### src/rtl/tx_tlp_arbiter_pkg.sv
// Shared types for the TX TLP arbiter: FSM states, source ids, link width and
// the round-robin pick helper used by the arbitration cycle.
package tlp_pkg;

  localparam int TLP_W = 64;

  typedef enum logic [1:0] {
    IDLE   = 2'd0,
    GNT_WR = 2'd1,
    GNT_RD = 2'd2
  } tx_arb_state_t;

  typedef enum logic {
    SRC_WR = 1'b0,
    SRC_RD = 1'b1
  } tx_src_t;

  // When both are eligible the source that did not win last time goes next.
  function automatic tx_src_t rr_pick(input logic elig_wr, input logic elig_rd,
                                      input tx_src_t last);
    tx_src_t pick;
    if (elig_wr && elig_rd) begin
      pick = (last == SRC_WR) ? SRC_RD : SRC_WR;
    end else if (elig_wr) begin
      pick = SRC_WR;
    end else begin
      pick = SRC_RD;
    end
    return pick;
  endfunction

endpackage

### src/rtl/tx_tlp_arbiter_if.sv
// Bundle of the two TLP sources, the data link layer beat port and the
// credit-return / credit-error sideband seen by the TX arbiter.
interface tx_tlp_arbiter_if;
  import tlp_pkg::*;

  logic [TLP_W-1:0] wr_tlp;
  logic             wr_valid;
  logic             wr_last;
  logic             wr_ready;

  logic [TLP_W-1:0] rd_tlp;
  logic             rd_valid;
  logic             rd_last;
  logic             rd_ready;

  logic [TLP_W-1:0] tlp_out;
  logic             tlp_out_valid;
  logic             tlp_in_ready;

  logic             p_credit_ret;
  logic             np_credit_ret;
  logic             credit_err;

  // Environment side: TLP builders, data link layer and credit returns.
  modport master (
    output wr_tlp, wr_valid, wr_last,
    input  wr_ready,
    output rd_tlp, rd_valid, rd_last,
    input  rd_ready,
    input  tlp_out, tlp_out_valid,
    output tlp_in_ready,
    output p_credit_ret, np_credit_ret,
    input  credit_err
  );

  // Arbiter side.
  modport slave (
    input  wr_tlp, wr_valid, wr_last,
    output wr_ready,
    input  rd_tlp, rd_valid, rd_last,
    output rd_ready,
    output tlp_out, tlp_out_valid,
    input  tlp_in_ready,
    input  p_credit_ret, np_credit_ret,
    output credit_err
  );

endinterface

### src/rtl/tx_tlp_arbiter_credit.sv
// Per-class packet credit counter: one credit consumed per granted packet,
// one restored per return pulse, sticky error on a return while already full.
module tx_credit_counter #(
  parameter int MAX = 8,
  parameter int W   = $clog2(MAX + 1)
) (
  input  logic         clk,
  input  logic         reset,
  input  logic         consume,
  input  logic         ret,
  output logic [W-1:0] avail,
  output logic         err
);

  localparam logic [W-1:0] MAX_C = W'(MAX);

  logic [W-1:0] cnt_q, cnt_d;
  logic         err_q, err_d;

  // Next count; a simultaneous consume and return cancel out.
  always_comb begin
    cnt_d = cnt_q;
    err_d = err_q;
    if (consume && !ret) begin
      cnt_d = cnt_q - W'(1'b1);
    end else if (ret && !consume) begin
      if (cnt_q == MAX_C) begin
        err_d = 1'b1;
      end else begin
        cnt_d = cnt_q + W'(1'b1);
      end
    end else begin
      cnt_d = cnt_q;
    end
  end

  // Counter and sticky error registers.
  always_ff @(posedge clk) begin
    if (reset) begin
      cnt_q <= MAX_C;
      err_q <= 1'b0;
    end else begin
      cnt_q <= cnt_d;
      err_q <= err_d;
    end
  end

  assign avail = cnt_q;
  assign err   = err_q;

endmodule

### src/rtl/tx_tlp_arbiter.sv
// Round-robin, packet-atomic arbiter sharing the TX TLP link between the posted
// write path and the non-posted read path, gated by per-class credits.
module tx_tlp_arbiter
  import tlp_pkg::*;
#(
  parameter int P_CREDITS  = 8,
  parameter int NP_CREDITS = 8
) (
  input logic             clk,
  input logic             reset,
  tx_tlp_arbiter_if.slave bus
);

  localparam int PW  = $clog2(P_CREDITS + 1);
  localparam int NPW = $clog2(NP_CREDITS + 1);

  tx_arb_state_t  state_q, state_d;
  tx_src_t        rr_last_q, rr_last_d;

  logic           p_consume_s;
  logic           np_consume_s;
  logic [PW-1:0]  p_cnt_s;
  logic [NPW-1:0] np_cnt_s;
  logic           p_err_s;
  logic           np_err_s;
  logic           elig_wr_s;
  logic           elig_rd_s;
  tx_src_t        pick_s;

  tx_credit_counter #(.MAX(P_CREDITS), .W(PW)) u_p_credit (
    .clk     (clk),
    .reset   (reset),
    .consume (p_consume_s),
    .ret     (bus.p_credit_ret),
    .avail   (p_cnt_s),
    .err     (p_err_s)
  );

  tx_credit_counter #(.MAX(NP_CREDITS), .W(NPW)) u_np_credit (
    .clk     (clk),
    .reset   (reset),
    .consume (np_consume_s),
    .ret     (bus.np_credit_ret),
    .avail   (np_cnt_s),
    .err     (np_err_s)
  );

  // Arbitration decision in IDLE and the beat mux while a grant is held.
  always_comb begin
    state_d           = state_q;
    rr_last_d         = rr_last_q;
    p_consume_s       = 1'b0;
    np_consume_s      = 1'b0;
    bus.tlp_out       = {TLP_W{1'b0}};
    bus.tlp_out_valid = 1'b0;
    bus.wr_ready      = 1'b0;
    bus.rd_ready      = 1'b0;
    elig_wr_s         = bus.wr_valid && (p_cnt_s != {PW{1'b0}});
    elig_rd_s         = bus.rd_valid && (np_cnt_s != {NPW{1'b0}});
    pick_s            = rr_pick(elig_wr_s, elig_rd_s, rr_last_q);

    case (state_q)
      IDLE: begin
        if (elig_wr_s || elig_rd_s) begin
          rr_last_d = pick_s;
          if (pick_s == SRC_WR) begin
            state_d     = GNT_WR;
            p_consume_s = 1'b1;
          end else begin
            state_d      = GNT_RD;
            np_consume_s = 1'b1;
          end
        end else begin
          state_d = IDLE;
        end
      end

      // The grant is held across source bubbles until the last beat handshakes.
      GNT_WR: begin
        bus.tlp_out       = bus.wr_tlp;
        bus.tlp_out_valid = bus.wr_valid;
        bus.wr_ready      = bus.tlp_in_ready;
        if (bus.wr_valid && bus.tlp_in_ready && bus.wr_last) begin
          state_d = IDLE;
        end else begin
          state_d = GNT_WR;
        end
      end

      GNT_RD: begin
        bus.tlp_out       = bus.rd_tlp;
        bus.tlp_out_valid = bus.rd_valid;
        bus.rd_ready      = bus.tlp_in_ready;
        if (bus.rd_valid && bus.tlp_in_ready && bus.rd_last) begin
          state_d = IDLE;
        end else begin
          state_d = GNT_RD;
        end
      end

      default: begin
        state_d = IDLE;
      end
    endcase
  end

  // FSM state and round-robin history; write wins the first tie after reset.
  always_ff @(posedge clk) begin
    if (reset) begin
      state_q   <= IDLE;
      rr_last_q <= SRC_RD;
    end else begin
      state_q   <= state_d;
      rr_last_q <= rr_last_d;
    end
  end

  assign bus.credit_err = p_err_s | np_err_s;

endmodule

### src/flat_wrapper.sv
// flat-port wrapper written by rule: the top's interface ports become plain ports
module tx_tlp_arbiter_flat import tlp_pkg::*;
#(
  parameter int P_CREDITS  = 8,
  parameter int NP_CREDITS = 8
)
  (clk, reset, bus_wr_tlp, bus_wr_valid, bus_wr_last, bus_wr_ready, bus_rd_tlp, bus_rd_valid, bus_rd_last, bus_rd_ready, bus_tlp_out, bus_tlp_out_valid, bus_tlp_in_ready, bus_p_credit_ret, bus_np_credit_ret, bus_credit_err);
  tx_tlp_arbiter_if bus_i ();
  input logic clk;
  input logic reset;
  input wire logic [$bits(bus_i.wr_tlp)-1:0] bus_wr_tlp;
  input wire logic [$bits(bus_i.wr_valid)-1:0] bus_wr_valid;
  input wire logic [$bits(bus_i.wr_last)-1:0] bus_wr_last;
  output wire logic [$bits(bus_i.wr_ready)-1:0] bus_wr_ready;
  input wire logic [$bits(bus_i.rd_tlp)-1:0] bus_rd_tlp;
  input wire logic [$bits(bus_i.rd_valid)-1:0] bus_rd_valid;
  input wire logic [$bits(bus_i.rd_last)-1:0] bus_rd_last;
  output wire logic [$bits(bus_i.rd_ready)-1:0] bus_rd_ready;
  output wire logic [$bits(bus_i.tlp_out)-1:0] bus_tlp_out;
  output wire logic [$bits(bus_i.tlp_out_valid)-1:0] bus_tlp_out_valid;
  input wire logic [$bits(bus_i.tlp_in_ready)-1:0] bus_tlp_in_ready;
  input wire logic [$bits(bus_i.p_credit_ret)-1:0] bus_p_credit_ret;
  input wire logic [$bits(bus_i.np_credit_ret)-1:0] bus_np_credit_ret;
  output wire logic [$bits(bus_i.credit_err)-1:0] bus_credit_err;
  assign bus_i.wr_tlp = bus_wr_tlp;
  assign bus_i.wr_valid = bus_wr_valid;
  assign bus_i.wr_last = bus_wr_last;
  assign bus_wr_ready = bus_i.wr_ready;
  assign bus_i.rd_tlp = bus_rd_tlp;
  assign bus_i.rd_valid = bus_rd_valid;
  assign bus_i.rd_last = bus_rd_last;
  assign bus_rd_ready = bus_i.rd_ready;
  assign bus_tlp_out = bus_i.tlp_out;
  assign bus_tlp_out_valid = bus_i.tlp_out_valid;
  assign bus_i.tlp_in_ready = bus_tlp_in_ready;
  assign bus_i.p_credit_ret = bus_p_credit_ret;
  assign bus_i.np_credit_ret = bus_np_credit_ret;
  assign bus_credit_err = bus_i.credit_err;
  tx_tlp_arbiter #(.P_CREDITS(P_CREDITS), .NP_CREDITS(NP_CREDITS)) u_core (.clk(clk), .reset(reset), .bus(bus_i));
endmodule
### config.mk
export PLATFORM = sky130hd
export DESIGN_NAME = tx_tlp_arbiter_flat
export DESIGN_NICKNAME = d
export VERILOG_FILES = /design/src/rtl/tx_tlp_arbiter_pkg.sv /design/src/rtl/tx_tlp_arbiter_if.sv /design/src/rtl/tx_tlp_arbiter_credit.sv /design/src/rtl/tx_tlp_arbiter.sv /design/src/flat_wrapper.sv
export SDC_FILE = /design/constraint.sdc
export NUM_CORES = 1
export LEC_CHECK = 0
export ABC_CLOCK_PERIOD_IN_PS = 6600
export BUFFER_PORTS_ARGS = -buffer_cell sky130_fd_sc_hd__buf_2
export CAP_MARGIN = 10
export CORE_AREA = 2 2 80 82
export CTS_CLUSTER_SIZE = 28
export DETAILED_ROUTE_END_ITERATION = 8
export DIE_AREA = 0 0 82 84
export PLACE_DENSITY = 0.83
export SLEW_MARGIN = 20
export SYNTH_ARGS = -nofsm -noshare
export SYNTH_HDL_FRONTEND = slang
export SYNTH_SLANG_ARGS = --single-unit
### constraint.sdc
create_clock -name clk -period 6.6 [get_ports clk]
set_input_delay 1.32 -clock clk [delete_from_list [all_inputs] [get_ports clk]]
set_output_delay 1.32 -clock clk [all_outputs]
set_load 0.01 [all_outputs]
==> out/qor.yml, run 1 <==
routing:
  num_vias: 2660
  avgViaCountPerCell: 5.135
  ant_nets: 0
  drt_first_pass_iters: 4
  drt_iter0_markers: 113
  wl_per_cell_um: 13.72
  drc_errors: 0
  wl_um: 7109
worst_hold_path:
  hold_path.class: "reg2reg"
critical_path:
  cp_num_buf_inv: 3
  critPathArrivalTime_ns: 2.34
  worstPathCellList: "inv_1 > ha_1 > buf_4 > nor2b_1 > buf_2"
  worstSetupPathType: "reg2out"
  worst_path_max_delay_cell: "ha_1"
  start_kind: "flop"
  path_max_fanout: 34
  crit_required_ns: 5.28
  cpPeakStageDelay_ns: 0.75
  cpLargestDelayFamily: "adder cells"
  cp-end-kind: "output port"
clocking:
  cts_setup_buffers: 0
  h-tree-depth: 1
  clkTransAtPathRegs_ns: 0.06
  cts.sinks: 13
  clk_path_buf_depth: 2
  cts_buffers: 3
  root_buffer: "clkbuf_8"
  ctsHoldBuffers: 0
  cts_tree: "built"
  cts_resized: 0
  clk_latency_ns: 0.25
timing:
  setup_viol: 0
  rsz0062_at_grt: "false"
  worstMarginPinSlew_ns: 0.7001
  post-route-period-util_pct: 55.47
  relSlewSlack_pct: 53.32
  tns_ns: 0
  fin_skew_ns: 0.0005645
  min_period_ns: 3.661
  hold_viol_final: 0
  drv_slew: 0
  max_freq_mhz: 273.1
yosys:
  ys.flop_type: "dfxtp_1"
  synth_cell_types: 37
  ys_top_cells_by_count: "nor2b_1 (66), a22oi_1 (65), clkbuf_1 (14)"
  synth_edf_count: 0
  yosysMostFrequentCell: "nor2b_1"
  synth_area_per_cell_um2: 7.277
  yosysWarnings: 0
  synth_top_area_share_pct: 26.30
  ys_seq_elements: 13
  syn_nets: 404
  async_reset_ff_share_pct: 0
  yosysTopAreaCell: "a22oi_1"
  seq_area_frac_synth_pct: 14.03
  synth_area_leaders: "a22oi_1 (26%), nor2b_1 (22%), dfxtp_1 (14%), ha_1 (8.1%), clkbuf_1 (2.8%)"
  syn_area_mm2: 0.001856
  synthCells: 255
run_status:
  status: "complete, no violations"
grt:
  grt_start_max_net_pins: 68
  antenna_found_initial: 1
  grt_pass1_vias: 2388
  grtUsageTotal_pct: 19.21
  grt_pass1_wl_um: 10710
  overflow: 0
floorplanning:
  die_height_um: 84
  start_util_pct: 30.44
  core_area_mm2: 0.006096
  rows: 29
  io_pins: 205
  die_w_um: 82
  die-area_mm2: 0.006888
final_layout:
  syn_to_final_growth_pct: 59.41
  drive_gt1_share_pct: 48.64
  post-route-util_pct: 48.52
  final_nets: 590
power_and_ir_drop:
  peakVddDrop_mv: 0.09157
  power.density_mw_per_mm2: 220.6
  p_sw_share_pct: 45.08
  p_switching_w: 0.0002941
  pwr-share-clk_pct: 11.2
  power.leakage_nw: 1.473
  combPwrFrac_pct: 69.5
  p_int_w: 0.0003583
  pwr-share-seq_pct: 19.2
placement:
  port_buffers: 204
  dpl.hpwl_um: 5419
  gp_congestion: 0.7868
job:
  maxCapViolations: 0
## layer usage
metal  GRT usage (%)  vias up  wire length [µm]
met5               0        -                 0
met4           4.394        0                97
met2           34.00      142              3537
li1                -     1301                 -
met1           23.18     1204              2788
met3           4.113       13               685
## stage by stage
stage	power, W	cells	hold slack [ns]	setup slack, ns	instance area, µm²
global route	0.0007101	517	0.5176	2.743	2955
CTS	0.0006526	517	0.4795	2.897	2935
detailed placement	0.0005740	513	0.4655	3.191	2890
floorplan	0.0004350	255	0.4285	3.511	1856
finish	0.0006524	518	0.4736	2.939	2958
global placement	0.0005596	513	0.4463	3.269	2890
## power groups by stage
stage	clock network (W)	registers, W	logic (W)
after floorplan	0	0.000116	0.000319
after global placement	0	0.000124	0.000436
after detailed placement	0	0.000125	0.000449
after CTS	0.0000764	0.000123	0.000453
after global routing	0.0000769	0.000128	0.000505
final	0.0000732	0.000125	0.000454
## logic make-up after synthesis
logic type	count (synthesis)	synth area share, %
compound gates	90	35.87
buf+inv	34	7.147
fa+ha+maj	12	8.091
xor+xnor	6	2.832
simple gates	99	31.49
mux	1	0.5395
flops	13	14.03
## registers in the layout (all words and copies together), names as in the netlist
name,count
u_core.u_np_credit.avail,4
u_core.u_p_credit.avail,4
u_core.state_q,2
u_core.rr_last_q,1
u_core.u_np_credit.err,1
u_core.u_p_credit.err,1
## path summary, 6_finish.rpt
check | slack [ns] | to | cells past startpoint | start
worst max-delay path | 2.94 | bus_tlp_out_valid | 5 | u_core.state_q[0]
worst min-delay path | 0.47 | u_core.u_np_credit.err | 2 | u_core.u_np_credit.err
worst max register to register | 3.92 | u_core.u_np_credit.avail[2] | 13 | u_core.state_q[0]
worst min register to register | 0.47 | u_core.u_np_credit.err | 2 | u_core.u_np_credit.err
## layout by cell type, fill, tap and decap left out, types with 3 or more instances in the layout
cell and count:
a21o_1 3, a21oi_1 7, a22oi_1 65, a31oi_1 4, buf_2 204, clkbuf_8 3, dfxtp_1 13, ha_1 10
inv_1 10, nand2_1 7, nand3_1 4, nor2_1 7, nor2b_1 66, xnor2_1 4
## final cells by class
type / instances / area, µm²
antenna: 1 / 2.502
clock buffer: 4 / 45.04
fill: 603 / 3138
inverter: 10 / 37.54
multi-input combinational: 208 / 1488
sequential: 13 / 260.3
tap: 77 / 96.34
timing repair buffer: 205 / 1028
## worst register-to-register path, cell delays in order, from the launching register on
cell     delay (ns)
dfxtp_1        0.35
inv_1          0.13
ha_1           0.21
inv_1          0.05
or2_2          0.31
a21o_1         0.20
inv_1          0.09
ha_1           0.26
xor2_1         0.10
ha_1           0.20
a21oi_1        0.17
xnor2_1        0.17
a21oi_1        0.10
a31o_2         0.23
No activity file was read; power rests on OpenSTA's default activity.
==> run 2: changes to the inputs <==
--- a/config.mk
+++ b/config.mk
@@ -5,14 +5,15 @@
 export SDC_FILE = /design/constraint.sdc
 export NUM_CORES = 1
 export LEC_CHECK = 0
-export ABC_CLOCK_PERIOD_IN_PS = 6600
+export ABC_CLOCK_PERIOD_IN_PS = 3250
 export BUFFER_PORTS_ARGS = -buffer_cell sky130_fd_sc_hd__buf_2
 export CAP_MARGIN = 10
-export CORE_AREA = 2 2 80 82
+export CORE_ASPECT_RATIO = 1.75
+export CORE_MARGIN = 2
+export CORE_UTILIZATION = 32
 export CTS_CLUSTER_SIZE = 28
 export DETAILED_ROUTE_END_ITERATION = 8
-export DIE_AREA = 0 0 82 84
-export PLACE_DENSITY = 0.83
+export PLACE_DENSITY = 0.88
 export SLEW_MARGIN = 20
 export SYNTH_ARGS = -nofsm -noshare
 export SYNTH_HDL_FRONTEND = slang
==> constraint.sdc (replaced) <==
create_clock -name clk -period 3.25 [get_ports clk]
set_input_delay 0.65 -clock clk [delete_from_list [all_inputs] [get_ports clk]]
set_output_delay 0.65 -clock clk [all_outputs]
set_load 0.01 [all_outputs]
==> run 2 against run 1 <==
Net effect:
- die area is 6.4% lower
- critical path type unchanged
- combinational power is 110% higher
- routed wire length is 13% higher
- cell count is 2.1% higher
- largest cell class unchanged
- largest power group unchanged
- register-to-register slack worse by 3.3 ns
==> out/qor.yml, run 2 (synthesis gave the netlist of run 1 again) <==
run_status:
  status: "complete, no violations"
job:
  maxCapViolations: 0  # unchanged
placement:
  gp_congestion: 0.8548  # +8.6%
  port_buffers: 204  # unchanged
  post_dp_cell_area_mm2: 0.002924  # +1.2%
  dpl.hpwl_um: 6547  # +21%
  dp.cells: 515  # +0.39%
clocking:
  cts_resized: 0  # unchanged
  ctsHoldBuffers: 0  # unchanged
  clk_latency_ns: 0.24  # about the same
  cts_buffers: 3  # unchanged
  cts.sinks: 13  # unchanged
  cts_tree: "built"
  root_buffer: "clkbuf_8"
  cts_setup_buffers: 0  # unchanged
  clk_path_buf_depth: 2  # unchanged
  h-tree-depth: 1  # unchanged
  clkTransAtPathRegs_ns: 0.05  # about the same
floorplanning:
  die_height_um: 104.7  # +25%
  die-area_mm2: 0.006447  # -6.4%
  io_pins: 205  # unchanged
  die_w_um: 61.56  # -25%
  start_util_pct: 33.22  # +2.8 points
  rows: 36  # +24%
  core_area_mm2: 0.005585  # -8.4%
routing:
  drt_iter0_markers: 246  # +120%
  drc_errors: 0  # unchanged
  ant_nets: 0  # unchanged
  avgViaCountPerCell: 5.104  # -0.61%
  num_vias: 2700  # +1.5%
  wl_um: 8005  # +13%
  wl_per_cell_um: 15.13  # +10%
  drt_first_pass_iters: 5  # +1
power_and_ir_drop:
  pwr-share-clk_pct: 10.8  # -0.4 points
  power.leakage_nw: 1.489  # +1.1%
  p_switching_w: 0.0006000  # +100%
  pwr-share-seq_pct: 19.1  # about the same
  power.density_mw_per_mm2: 445.6  # +100%
  p_sw_share_pct: 44.97  # -0.11 points
  p_int_w: 0.0007342  # +100%
  combPwrFrac_pct: 70.1  # +0.6 points
  peakVddDrop_mv: 0.3972  # +330%
timing:
  post-route-period-util_pct: 83.26
  worstMarginPinSlew_ns: 0.8075  # +0.1073 ns
  setup_viol: 0  # unchanged
  drv_slew: 0  # unchanged
  fin_skew_ns: 0.0009112  # +0.0003467 ns
  rsz0062_at_grt: "false"
  relSlewSlack_pct: 46.17  # -7.2 points
  max_freq_mhz: 369.6
  hold_viol_final: 0  # unchanged
  min_period_ns: 2.706
  tns_ns: 0  # unchanged
worst_hold_path:
  hold_path.class: "reg2reg"
critical_path:
  start_kind: "flop"
  cp-end-kind: "output port"
  cpPeakStageDelay_ns: 0.63  # -0.12 ns
  worstPathCellList: "inv_1 > ha_2 > buf_4 > a22oi_1 > nor2b_1 > buf_2"
  path_max_fanout: 37  # +8.8%
  worstSetupPathType: "reg2out"
  worst_path_max_delay_cell: "ha_2"
  crit_required_ns: 2.60  # -2.68 ns
  critPathArrivalTime_ns: 2.06  # -0.28 ns
final_layout:
  layout_common_cells: "buf_2 (204), nor2b_1 (66), a22oi_1 (65)"
  fillers: 560  # -7.1%
  final_nets: 593  # +0.51%
  final_area_mm2: 0.002994  # +1.2%
  drive_gt1_share_pct: 48.98  # +0.35 points
  mostFrequentLayoutCell: "buf_2"
  syn_to_final_growth_pct: 61.36
  post-route-util_pct: 53.61  # +5.1 points
  instances_no_fill: 529  # +2.1%
grt:
  grt_pass1_vias: 2540  # +6.4%
  overflow: 0  # unchanged
  grt_start_max_net_pins: 66  # -2.9%
  grt_pass1_wl_um: 11520  # +7.6%
  antenna_found_initial: 11  # +10
  grtUsageTotal_pct: 23.11  # +3.9 points
==> run 2: changes by cell type in the layout (fill, tap and decap cells not counted), sizes merged <==
| cell | change |
|---|---|
| buf | +3 |
| diode | +9 |
==> run 2: power groups by stage <==
stage          clock network (W)  logic (W)  registers (W)
2_1_floorplan                  0   0.000648       0.000235
3_3_place_gp                   0   0.000898       0.000251
3_5_place_dp                   0   0.000931       0.000256
4_1_cts                 0.000147   0.000935       0.000253
5_1_grt                 0.000153    0.00103       0.000262
6_report                0.000144   0.000936       0.000255
==> run 2: cell type report <==
| class | count | area (µm²) | share of cell area, % |
|---|---|---|---|
| Antenna cell | 10 | 25.02 | 0.8358 |
| Clock buffer | 4 | 45.04 | 1.504 |
| Inverter | 10 | 37.54 | 1.254 |
| Multi-Input combinational cell | 208 | 1468 | 49.02 |
| Sequential cell | 13 | 260.3 | 8.692 |
| Tap cell | 76 | 95.09 | 3.176 |
| Timing Repair Buffer | 208 | 1064 | 35.52 |
==> run 2: metal layers <==
| layer | GRT usage [%] | wire (µm) | share of wire, % | vias to the layer above |
|---|---|---|---|---|
| li1 | - | - | - | 1325 |
| met5 | 0 | 27 | 0.34 | - |
| met2 | 38.80 | 3836 | 48 | 141 |
| met1 | 23.52 | 2932 | 37 | 1208 |
| met3 | 12.00 | 1030 | 13 | 22 |
| met4 | 7.903 | 178 | 2.2 | 4 |
==> run 2: final timing paths <==
check	slack [ns]	depth (start not counted)	to	startpoint
worst min-delay path	0.48	2	u_core.u_np_credit.err	u_core.u_np_credit.err
worst min register to register	0.48	2	u_core.u_np_credit.err	u_core.u_np_credit.err
worst max register to register	0.66	13	u_core.u_np_credit.avail[2]	u_core.state_q[1]
worst max-delay path	0.54	6	bus_tlp_out[55]	u_core.state_q[0]
==> run 2: critical path, delay by kind of cell (launching register included) <==
kind            cells  cell delay (ns)
buf+inv             3             0.60
simple gates        1             0.13
flops               1             0.33
compound gates      1             0.13
fa+ha+maj           1             0.63
==> run 2: metrics by stage <==
stage,hold WS [ns],setup slack (ns),power [W]
2_1_floorplan,0.4285,0.8310,0.0008834
3_3_place_gp,0.4503,0.6198,0.001150
3_5_place_dp,0.4631,0.5166,0.001188
4_1_cts,0.4857,0.5321,0.001335
5_1_grt,0.5264,0.3641,0.001447
6_report,0.4783,0.5441,0.001334
